<file path="config.mk">
export PLATFORM = sky130hd
export DESIGN_NAME = rr_arbiter_8
export DESIGN_NICKNAME = d
export VERILOG_FILES = /design/src/rtl/rr_arbiter_8_pkg.sv /design/src/rtl/grant_decoder_3to8.sv /design/src/rtl/rr_arbiter_8.sv
export SDC_FILE = /design/constraint.sdc
export NUM_CORES = 1
export LEC_CHECK = 0
export BUFFER_PORTS_ARGS = -buffer_cell sky130_fd_sc_hd__buf_2
export CAP_MARGIN = 20
export CORE_MARGIN = 3
export CORE_UTILIZATION = 49
export CTS_CLUSTER_SIZE = 40
export DETAILED_ROUTE_END_ITERATION = 6
export GPL_ROUTABILITY_DRIVEN = 0
export PLACE_DENSITY = 0.85
export SYNTH_ARGS = -nofsm -noshare
export SYNTH_HDL_FRONTEND = slang
export SYNTH_HIERARCHICAL = 1
export SYNTH_SLANG_ARGS = --single-unit
</file>
<file path="constraint.sdc">
create_clock -name clk -period 2.1 [get_ports clk]
set_clock_uncertainty 0.15 [all_clocks]
set_input_delay 0.21 -clock clk [delete_from_list [all_inputs] [get_ports clk]]
set_output_delay 0.21 -clock clk [all_outputs]
set_load 0.02 [all_outputs]
</file>
<file path="src/rtl/rr_arbiter_8_pkg.sv">
// Shared definitions for the 8-way round-robin arbiter: FSM encoding and sizes.
package rr_arbiter_8_pkg;

  localparam int NREQ  = 8;
  localparam int IDX_W = 3;

  typedef enum logic [1:0] {
    ST_IDLE  = 2'd0,
    ST_GRANT = 2'd1,
    ST_GAP   = 2'd2
  } arb_state_e;

endpackage

</file>
<file path="src/rtl/grant_decoder_3to8.sv">
// Index-to-one-hot decoder; output is all-zero while the enable is low.
module grant_decoder_3to8
  import rr_arbiter_8_pkg::*;
(
  input  logic             en_i,
  input  logic [IDX_W-1:0] idx_i,
  output logic [NREQ-1:0]  onehot_o
);

  always_comb begin
    onehot_o = '0;
    if (en_i) onehot_o[idx_i] = 1'b1;
  end

endmodule

</file>
<file path="src/rtl/rr_arbiter_8.sv">
// Round-robin arbiter for eight requesters with registered grant/index and an
// optional per-tenure hold limit.
//   state    | meaning
//   ST_IDLE  | arbitrate among current requests starting at ptr
//   ST_GRANT | winner owns the resource until it drops req or hits MAX_HOLD
//   ST_GAP   | one dead cycle between tenures, no arbitration
module rr_arbiter_8
  import rr_arbiter_8_pkg::*;
#(
  parameter int MAX_HOLD = 16
) (
  input  logic             clk,
  input  logic             rst,
  input  logic [NREQ-1:0]  req,
  output logic [NREQ-1:0]  gnt,
  output logic [IDX_W-1:0] gnt_idx,
  output logic             busy,
  output logic             timeout
);

  localparam logic [7:0] HOLD_LAST = (MAX_HOLD == 0) ? 8'd0 : 8'(MAX_HOLD - 1);

  arb_state_e       state_q, state_d;
  logic [IDX_W-1:0] ptr_q, ptr_d;
  logic [IDX_W-1:0] idx_q, idx_d;
  logic [7:0]       cnt_q, cnt_d;
  logic             timeout_q, timeout_d;
  logic             hold_expired;

  // First requester at or above p, falling back to the lowest set bit overall.
  function automatic logic [IDX_W-1:0] rr_pick(input logic [NREQ-1:0] r,
                                                input logic [IDX_W-1:0] p);
    logic [NREQ-1:0] masked;
    logic            found;
    rr_pick = '0;
    found   = 1'b0;
    for (int i = 0; i < NREQ; i++) masked[i] = r[i] && (i >= int'(p));
    for (int i = 0; i < NREQ; i++) begin
      if (masked[i] && !found) begin
        rr_pick = IDX_W'(i);
        found   = 1'b1;
      end
    end
    for (int i = 0; i < NREQ; i++) begin
      if (r[i] && !found) begin
        rr_pick = IDX_W'(i);
        found   = 1'b1;
      end
    end
  endfunction

  assign hold_expired = (MAX_HOLD != 0) && (cnt_q == HOLD_LAST);

  always_comb begin
    state_d   = state_q;
    ptr_d     = ptr_q;
    idx_d     = idx_q;
    cnt_d     = cnt_q;
    timeout_d = 1'b0;
    case (state_q)
      ST_IDLE: begin
        if (|req) begin
          idx_d   = rr_pick(req, ptr_q);
          cnt_d   = '0;
          state_d = ST_GRANT;
        end
      end
      ST_GRANT: begin
        if (!req[idx_q] || hold_expired) begin
          state_d   = ST_GAP;
          ptr_d     = idx_q + 3'd1;
          timeout_d = req[idx_q];
        end else if (cnt_q != 8'hFF) begin
          cnt_d = cnt_q + 8'd1;
        end
      end
      ST_GAP:  state_d = ST_IDLE;
      default: state_d = ST_IDLE;
    endcase
  end

  always_ff @(posedge clk or posedge rst) begin
    if (rst) begin
      state_q   <= ST_IDLE;
      ptr_q     <= '0;
      idx_q     <= '0;
      cnt_q     <= '0;
      timeout_q <= 1'b0;
    end else begin
      state_q   <= state_d;
      ptr_q     <= ptr_d;
      idx_q     <= idx_d;
      cnt_q     <= cnt_d;
      timeout_q <= timeout_d;
    end
  end

  // Grant is a pure decode of flops, so there is no req -> gnt path.
  grant_decoder_3to8 u_dec (
    .en_i     (state_q == ST_GRANT),
    .idx_i    (idx_q),
    .onehot_o (gnt)
  );

  assign busy    = (state_q == ST_GRANT);
  assign gnt_idx = idx_q;
  assign timeout = timeout_q;

endmodule

</file>
# Word-level counts from Yosys, hierarchy flattened
# Cells that the tools add are included.
totals:
  register_bits: 17
  latchBits: 0
  mem_bits_rw: 0
  rom_bits: 0
  output_inout_bits: 13
  memories: 0
classes:
  addsub: 2
  n_mul: 0
  n_div: 0
  n_lt_le_gt_ge: 9
  eq_ne: 7
  shift: 0
  n_mux: 74
  bitwise_logic: 0
  n_reduce_logical: 47
op_table:
  columns: ["op", "n"]
  rows:
  - ["$mux W1", 50]
  - ["$mux W3", 14]
  - ["$mux W8", 4]
  - ["$logic_and A1 B1 Y1", 23]
  - ["$logic_not A1 Y1", 16]
  - ["$pmux W8 S2", 1]
  - ["$ge A3 B3 Y1 const A", 3]
  - ["$add A8 B1 Y8 const B", 1]
  - ["$eq A8 B4 Y1 const B", 1]
  - ["$ne A8 B8 Y1 const B", 1]
  - ["$reduce_or A8 Y1", 1]
  - ["$ge A1 B3 Y1 const A", 2]
  - ["$ge A2 B3 Y1 const A", 2]
  - ["$reduce_and A2 Y1", 3]
  - ["$lt A3 B4 Y1 const B", 1]
  - ["$mux W2", 2]
  - ["$ne A2 B1 Y1 const B", 2]
  - ["$ne A2 B2 Y1 const B", 2]
  - ["$pmux W2 S2", 1]
  - ["$reduce_and A4 Y1", 1]
  - ["$add A3 B1 Y3 const B", 1]
  - ["$bmux W1 S3", 1]
  - ["$demux W1 S3", 1]
  - ["$ge A3 B1 Y1 const B", 1]
  - ["4 further kinds", 4]

# Depth between registers and ports, before layout
# Gate-level depths: netlist of run 1.
logic_depth:
  word_depth: 78
  mapped_depth: 8

# By module
# The synthesis of run 1 kept the hierarchy.
modules_own_cells:
  columns: ["mod", "n_inst", "cells_per_inst", "area_each_um2", "seq_area_each_um2"]
  rows:
  - ["rr_arbiter_8", 1, 130, 1174.9, 425.4]
  - ["grant_decoder_3to8", 1, 8, 95.1, 0.0]

# Worst setup path after synthesis of run 1
# No wires, ideal clock.
synth_timing:
  kind: "register to register"
  startpoint: "reg idx_q[0], in the netlist gnt_idx[0]"
  endpoint: "reg cnt_q[3]"
  setup_time_ns: 0.082
  arrival_ns: 1.987
  required_ns: 1.868
  slack_ns: -0.118
  stages_incl_launch_ff: 8
  period_less_slack_ns: 2.218
  cell_sequence: "dfrtp_1 -> buf_4 -> mux2_4 -> a2bb2oi_4 -> a41oi_2 -> buf_6 -> or4_1 -> a21oi_1"
synth_via:
  elab_chain_cells: 6
synth_rtl:
  columns: ["element", "line", "source"]
  rows:
  - ["start: declaration", "rr_arbiter_8.sv:25", "logic [IDX_W-1:0] idx_q, idx_d;"]
  - ["start signal: assignment", "rr_arbiter_8.sv:92", "idx_q <= idx_d;"]
  - ["$bmux W1 S3", "rr_arbiter_8.sv:69", "if (!req[idx_q] || hold_expired) begin"]
  - ["$mux W1 (not written as such)", "rr_arbiter_8.sv:69", null]
  - ["$logic_not A1 Y1", "rr_arbiter_8.sv:69", null]
  - ["$logic_or A1 B1 Y1", "rr_arbiter_8.sv:69", null]
  - ["$ne A2 B2 Y1 (no source line)", null, null]
  - ["$reduce_and A4 Y1 (no source line)", null, null]
  - ["end signal: assignment", "rr_arbiter_8.sv:93", "cnt_q <= cnt_d;"]
  - ["end: declaration", "rr_arbiter_8.sv:26", "logic [7:0] cnt_q, cnt_d;"]
# Every way passes these cells. The select of a mux whose other input is x is not followed.
# A chain may end at the register's enable or synchronous reset.

# Worst setup path in the final report of run 1
layout_timing:
  startpoint: "reg cnt_q[1]"
  endpoint: "reg cnt_q[3]"
layout_via:
  elab_chain_cells: 4
  word_cells_on_any_way: 10
  cone_classes: "1 x add/sub; 4 x eq/ne; 3 x mux; 2 x reduce/logical"
layout_rtl:
  columns: ["element", "line"]
  rows:
  - ["$add A8 B1 Y8 or $eq A8 B4 Y1 (tied branches)", "rr_arbiter_8.sv:74, rr_arbiter_8.sv:52"]
  - ["$mux W8 or $logic_or A1 B1 Y1 (tied branches)", "rr_arbiter_8.sv:73, rr_arbiter_8.sv:69"]
  - ["$mux W8 or $ne A2 B2 Y1 (tied branches)", null]
  - ["$pmux W8 S2 or $reduce_and A4 Y1 (tied branches)", null]
# Several ways; a longest one is shown, not always the timed one. The select of a mux whose other input is x is not followed.

==> flow_summary_export.csv, run 1 <==
group,metric,value,unit
clocking,cts_buffers,3,
worst_setup_path,crit_chain,"ha_2 -> and3_4 -> a31o_1 -> and2_4 -> buf_2 -> buf_4 -> o31ai_2 -> a21oi_2",
synth,synth_compound_area_frac,0.267,
clocking,root_buffer,"clkbuf_4",
sta,setup_viol,0,
worst_setup_path,r2r_cells,8,
synth,synthXorXnorAreaFrac,0.00690,
cells_and_area,n_antenna_cell,0,
synth,yosys-mux-area-fraction,0.0433,
grt,grt_pass1_wl,5370,µm
worst_setup_path,crit_type,"flop to flop",
synth,synth.most_common_cell,"dfrtp_1",
synth,yosysTopAreaCell,"dfrtp_1",
grt,grt_max_degree,18,
synth,synthTopCellsByArea,"dfrtp_1 (33%), o31ai_1 (4.7%), a21oi_1 (4.3%)",
sta,hold_viol,0,
placed_design,postPlaceCellArea,1480,µm²
worst_setup_path,critPathMaxStageDelay,0.41,ns
sta,post-route-period-util,0.982,
clocking,clock-sinks,17,
routing,drt_first_pass_iters,4,
synth,synthTopCellsByCount,"dfrtp_1 (17), a21oi_1 (11), nand2_1 (11), inv_1 (8), o31ai_1 (8)",
synth,synth-adder-area-share,0.0197,
power,p_leak,0.739,nW
sta,fmax,485,MHz
cells_and_area,finalInstanceArea,1600,µm²
clocking,clk_pin_slew,0.10,ns
worst_setup_path,end_kind,"flop",
die,rows,17,
sta,timing_max_transition_violations_final,0,
grt,grt_antenna_before_repair,0,
synth,synthSimpleGateAreaFrac,0.274,
die,start_util,0.543,
routing,ant_nets,0,
routing,drtIter0Drc,97,
worst_setup_path,required,2.14,ns
run_status,status,"complete, no violations",
synth,syn-mean-instance-area,9.20,µm²
min_path,min_to,"gnt_idx[0]",
power,ir_drop,1010,µV
synth,synth_enable_flop_cells,0,
power,powerDensity,1310,nW/µm²
routing,vias_per_cell,6.64,
cells_and_area,nNetsFinal,192,
power,seqPwrFrac,0.272,
sta,slew_headroom,0.567,
synth,synth_top_family_by_area,"simple AND/OR/NAND/NOR gates",
synth,ys_seq_area_frac,0.335,
routing,drc,0,
power,comb_power_share,0.642,
synth,ys_warn_count,6,
power,pwr-share-clk,0.086,
cells_and_area,area_growth,26.1,%
synth,syn_nets,150,
worst_setup_path,arrival,2.10,ns
worst_setup_path,slowest_stage,"dfrtp_1",
worst_setup_path,start_kind,"flop",
synth,synthFlopType,"dfrtp_1",
routing,vias,1374,
cells_and_area,drive_gt1_frac,0.358,
min_path,worst_hold_path_type,"input port to flop",
die,placeableCoreArea,2340,µm²
sta,rsz0062_at_grt,"yes",
die,ios,23,
routing,wl_per_cell,16.8,µm
sta,layout_min_cycle_time,2.06,ns
synth,ys_ff_latch,17,
worst_setup_path,path_max_fanout,7,
worst_setup_path,crit_family,"compound AO/OA/AOI/OAI gates",
clocking,cts_tree,"done",
clocking,ctsLongestPathBuffers,2,
grt,grt_overflow,0,
clocking,htreeDepth,1,
die,die_h,56.9,µm
die,fp.dieArea,3240,µm²
run,cap_violations,0,
worst_setup_path,r2r-end,"cnt_q[3]",
routing,drt_wl_total,3490,µm
min_path,min-delay-start,"req[6]",
synth,synth-async-reset-ratio,1.00,
worst_setup_path,path_buf_inv,2,
worst_setup_path,rrSetupSlack,0.04,ns
placed_design,hpwl,2310,µm
synth,synthCells,138,
grt,grt_pass1_vias,1234,
synth,synth_top_area_frac,0.335,
cells_and_area,utilization,0.684,
synth,syn_area,1270,µm²
die,die_x,56.9,µm
placed_design,io_buffers,22,
power,p_sw,1.02,mW
sta,setup_ws,0.0368,ns
grt,track_usage,0.205,
clocking,insertion_delay,0.30,ns
worst_setup_path,worstReg2RegStart,"cnt_q[1]",
synth,synth.distinct_cells,51,
placed_design,dp_worst_setup_slack,-0.0585,ns
min_path,hold_path_depth,4,
power,swShare,0.484,
power,p_int,1.08,mW
sta,worst_pin_slew,0.649,ns
==> layout make-up <==
| type | count | area (µm²) |
|---|---|---|
| repair buffers | 41 | 250 |
| clock buffers | 3 | 22.5 |
| inverters | 8 | 30.0 |
| well taps | 28 | 35.0 |
| clock inverters | 1 | 5.00 |
| flip-flops and latches | 17 | 427 |
| multi-input cells | 109 | 832 |
| fillers | 166 | 738 |
==> repair_timing <==
item / in CTS / in global routing
hold endpoints to repair: 17 / 0
setup endpoints to repair: 7 / 12
gates cloned: 0 / 1
pin swaps: 1 / 4
gates resized for setup: 3 / 6
setup buffers: 3 / 0
hold buffers: 1 / 0
==> placed cells by master, fill, tap and decap left out, drive strengths merged, types with 2 or more instances in the layout <==
master,synthesis,routed
a41oi,1,2
and2,3,3
and4b,3,3
a311oi,2,2
a21oi,11,11
o31ai,8,8
nor2,7,7
inv,8,8
buf,4,40
mux2i,4,4
nor3,2,2
nand3b,3,3
or4,5,5
nand3,4,4
o21ai,6,6
nand2,11,11
and4bb,3,3
clkbuf,1,3
ha,2,2
nand4,2,2
a21boi,2,2
a21o,3,3
a31oi,2,2
and3,3,3
dfrtp,17,17
==> worst max-delay path by stage <==
stage | from | to | slack (ns) | cells after the start
6_report | cnt_q[1] | cnt_q[3] | 0.04 | 8
3_5_place_dp | cnt_q[1] | cnt_q[3] | -0.06 | 6
5_1_grt | cnt_q[0] | cnt_q[3] | -0.06 | 8
2_1_floorplan | gnt_idx[0] | cnt_q[3] | 0.01 | 7
3_3_place_gp | cnt_q[0] | cnt_q[3] | 0.05 | 6
4_1_cts | cnt_q[1] | cnt_q[3] | 0.01 | 8
==> metal layers <==
metal  vias up  part of all wire  wire length (µm)  GRT usage
met1       645              0.39              1380      0.267
met3        14             0.088               305     0.0207
met4         0             0.028                97     0.0960
met5         -                 0                 0          0
li1        628                 -                 -          -
met2        87              0.49              1710      0.341
==> cell families (layout without fill, tap and decap cells) <==
logic type,after synthesis,count (layout)
adders and majority gates,2,2
AOI/OAI and AO/OA,46,47
buffers and inverters,13,53
and+or+nand+nor,54,54
xor gates and xnor gates,1,1
muxes,5,5
DFF,17,17
==> metrics by stage <==
| step | TNS, ns | power, mW | hold WS, ns | std cells |
|---|---|---|---|---|
| after floorplan | 0 | 1.44 | -0.0140 | 138 |
| after detailed placement | -0.146 | 1.75 | 0.174 | 197 |
| after CTS | 0 | 2.01 | 0.150 | 205 |
| final | 0 | 2.10 | 0.163 | 207 |
| after global placement | 0 | 1.70 | 0.174 | 197 |
| after global routing | -0.324 | 2.25 | 0.173 | 207 |
==> registers in the layout, summed over array words and instances, names as in the netlist <==
signal   flops
cnt_q        8
gnt_idx      3
ptr_q        3
state_q      2
timeout      1
==> power groups by stage <==
stage	Sequential [mW]	Clock, mW	Combinational (mW)
2_1_floorplan	0.585	0	0.853
3_3_place_gp	0.560	0	1.14
3_5_place_dp	0.570	0	1.18
4_1_cts	0.564	0.184	1.26
5_1_grt	0.585	0.199	1.47
6_report	0.570	0.180	1.35
==> worst min-delay path, cell delays in order <==
cell and delay, ns:
buf_2 0.12, nand2_1 0.06, o2111ai_1 0.09, a31oi_1 0.10
(Power assumes the default switching activity.)
==> inputs of run 2 (changes only) <==
--- a/config.mk
+++ b/config.mk
@@ -12,7 +12,8 @@
 export CTS_CLUSTER_SIZE = 40
 export DETAILED_ROUTE_END_ITERATION = 6
 export GPL_ROUTABILITY_DRIVEN = 0
-export PLACE_DENSITY = 0.85
+export PLACE_DENSITY = 0.77
+export SETUP_SLACK_MARGIN = 0.5
 export SYNTH_ARGS = -nofsm -noshare
 export SYNTH_HDL_FRONTEND = slang
 export SYNTH_HIERARCHICAL = 1
==> flow_summary_export.csv, run 2 (synthesis results as in run 1) <==
group,metric,value,unit
sta,rsz0062_at_grt,"yes",
routing,drtIter0Drc,90,
min_path,hold_path_depth,4,
clocking,ctsLongestPathBuffers,2,
die,placeableCoreArea,2340,µm²
clocking,clk_pin_slew,0.10,ns
die,ios,23,
sta,setup_ws,0.00544,ns
die,die_h,56.9,µm
power,p_leak,0.844,nW
cells_and_area,top_register,"cnt_q",
power,ir_drop,1110,µV
clocking,root_buffer,"clkbuf_4",
sta,timing_max_transition_violations_final,0,
cells_and_area,utilization,0.795,
routing,drt_wl_total,3910,µm
routing,drc,0,
cells_and_area,drive_gt1_frac,0.482,
die,fp.dieArea,3240,µm²
clocking,cts_tree,"done",
clocking,htreeDepth,1,
clocking,cts_buffers,3,
clocking,insertion_delay,0.29,ns
grt,grt_overflow,0,
grt,grt_antenna_before_repair,0,
cells_and_area,final_cell_mix,"buf_4 (28), buf_2 (16), buf_6 (11), dfrtp_1 (11), nand2_1 (10)",
sta,worst_pin_slew,0.675,ns
worst_setup_path,end_kind,"flop",
placed_design,io_buffers,22,
min_path,worst_hold_path_type,"input port to flop",
placed_design,dp_worst_setup_slack,0.00146,ns
cells_and_area,largest_reg_flops,8,
sta,slew_headroom,0.549,
sta,fmax,477,MHz
grt,grt_pass1_vias,1263,
power,power,2.58,mW
die,die_x,56.9,µm
cells_and_area,area_growth,46.4,%
routing,drt_first_pass_iters,4,
routing,vias_per_cell,6.35,
worst_setup_path,crit_type,"flop to flop",
die,rows,17,
grt,grt_pass1_wl,5820,µm
die,start_util,0.543,
sta,setup_viol,0,
grt,track_usage,0.222,
routing,vias,1417,
worst_setup_path,required,2.18,ns
placed_design,hpwl,2350,µm
sta,layout_min_cycle_time,2.09,ns
worst_setup_path,start_kind,"flop",
cells_and_area,nNetsFinal,208,
worst_setup_path,path_max_fanout,6,
cells_and_area,n_antenna_cell,0,
sta,hold_viol,0,
run,cap_violations,0,
cells_and_area,final_common_cell,"buf_4",
clocking,clock-sinks,17,
routing,wl_per_cell,17.5,µm
routing,ant_nets,0,
sta,post-route-period-util,0.997,
power,powerDensity,1390,nW/µm²
worst_setup_path,r2r_cells,7,
worst_setup_path,arrival,2.17,ns
grt,grt_max_degree,18,
run_status,status,"complete, no violations",
## run 2: changes by cell type in the layout (fill, tap and decap cells not counted), sizes merged
cell	previous run	this run
clkinvlp	0	1
clkbuf	3	4
buf	40	55
a41oi	2	1
and2	3	4
clkinv	1	0
## run 2: routing by layer
| metal | wire length, µm | part of all wire | global-route usage |
|---|---|---|---|
| met1 | 1660 | 0.42 | 0.310 |
| met5 | 0 | 0 | 0 |
| met4 | 73 | 0.019 | 0.0728 |
| met2 | 1890 | 0.48 | 0.356 |
| met3 | 284 | 0.073 | 0.0253 |
## run 2: critical path, cell delays in order (launching register included)
cell and delay (ns):
dfrtp_1 0.42, ha_2 0.20, and3_4 0.19, nand2_2 0.08, a41oi_4 0.19, buf_6 0.19
or4_1 0.48, a21oi_1 0.14
## run 2: what timing repair did
item	in CTS	in global routing
hold endpoints to repair	17	0
pin swaps	8	6
gates resized for setup	27	23
setup endpoints to repair	22	23
gates cloned	3	0
hold buffers	1	0
setup buffers	10	10
## run 2: final timing paths
| path | start | to | slack [ns] |
|---|---|---|---|
| min | req[6] | gnt_idx[0] | 0.16 |
| min in group asynchronous | rst | cnt_q[1] | 0.39 |
| max in group asynchronous | rst | gnt_idx[0] | 0.94 |
| max | cnt_q[1] | cnt_q[6] | 0.005 |
| max reg2reg | cnt_q[1] | cnt_q[6] | 0.005 |
| min reg2reg | cnt_q[1] | cnt_q[1] | 0.45 |
## run 2: power breakdown
part / internal, mW / total [mW] / switching, mW
sequential: 0.438 / 0.588 / 0.150
combinational: 0.893 / 1.81 / 0.920
clock: 0.0740 / 0.183 / 0.109
total: 1.40 / 2.58 / 1.18
## run 2: cell type report
cell class                 instances  area [µm²]
multi-input combinational        109         901
fill                             135         480
inverter                           8        32.5
timing repair inverter             1        7.51
timing repair buffer              56         424
tap                               28        35.0
sequential                        17         433
clock buffer                       4        26.3
## run 2: through the flow
stage	instances	hold slack (ns)	TNS, ns	instance area [µm²]
global placement	194	0.177	0	1470
detailed placement	195	0.180	0	1470
floorplan	138	-0.0140	0	1280
CTS	213	0.149	0	1700
finish	223	0.157	0	1860
global route	223	0.173	-0.0488	1860
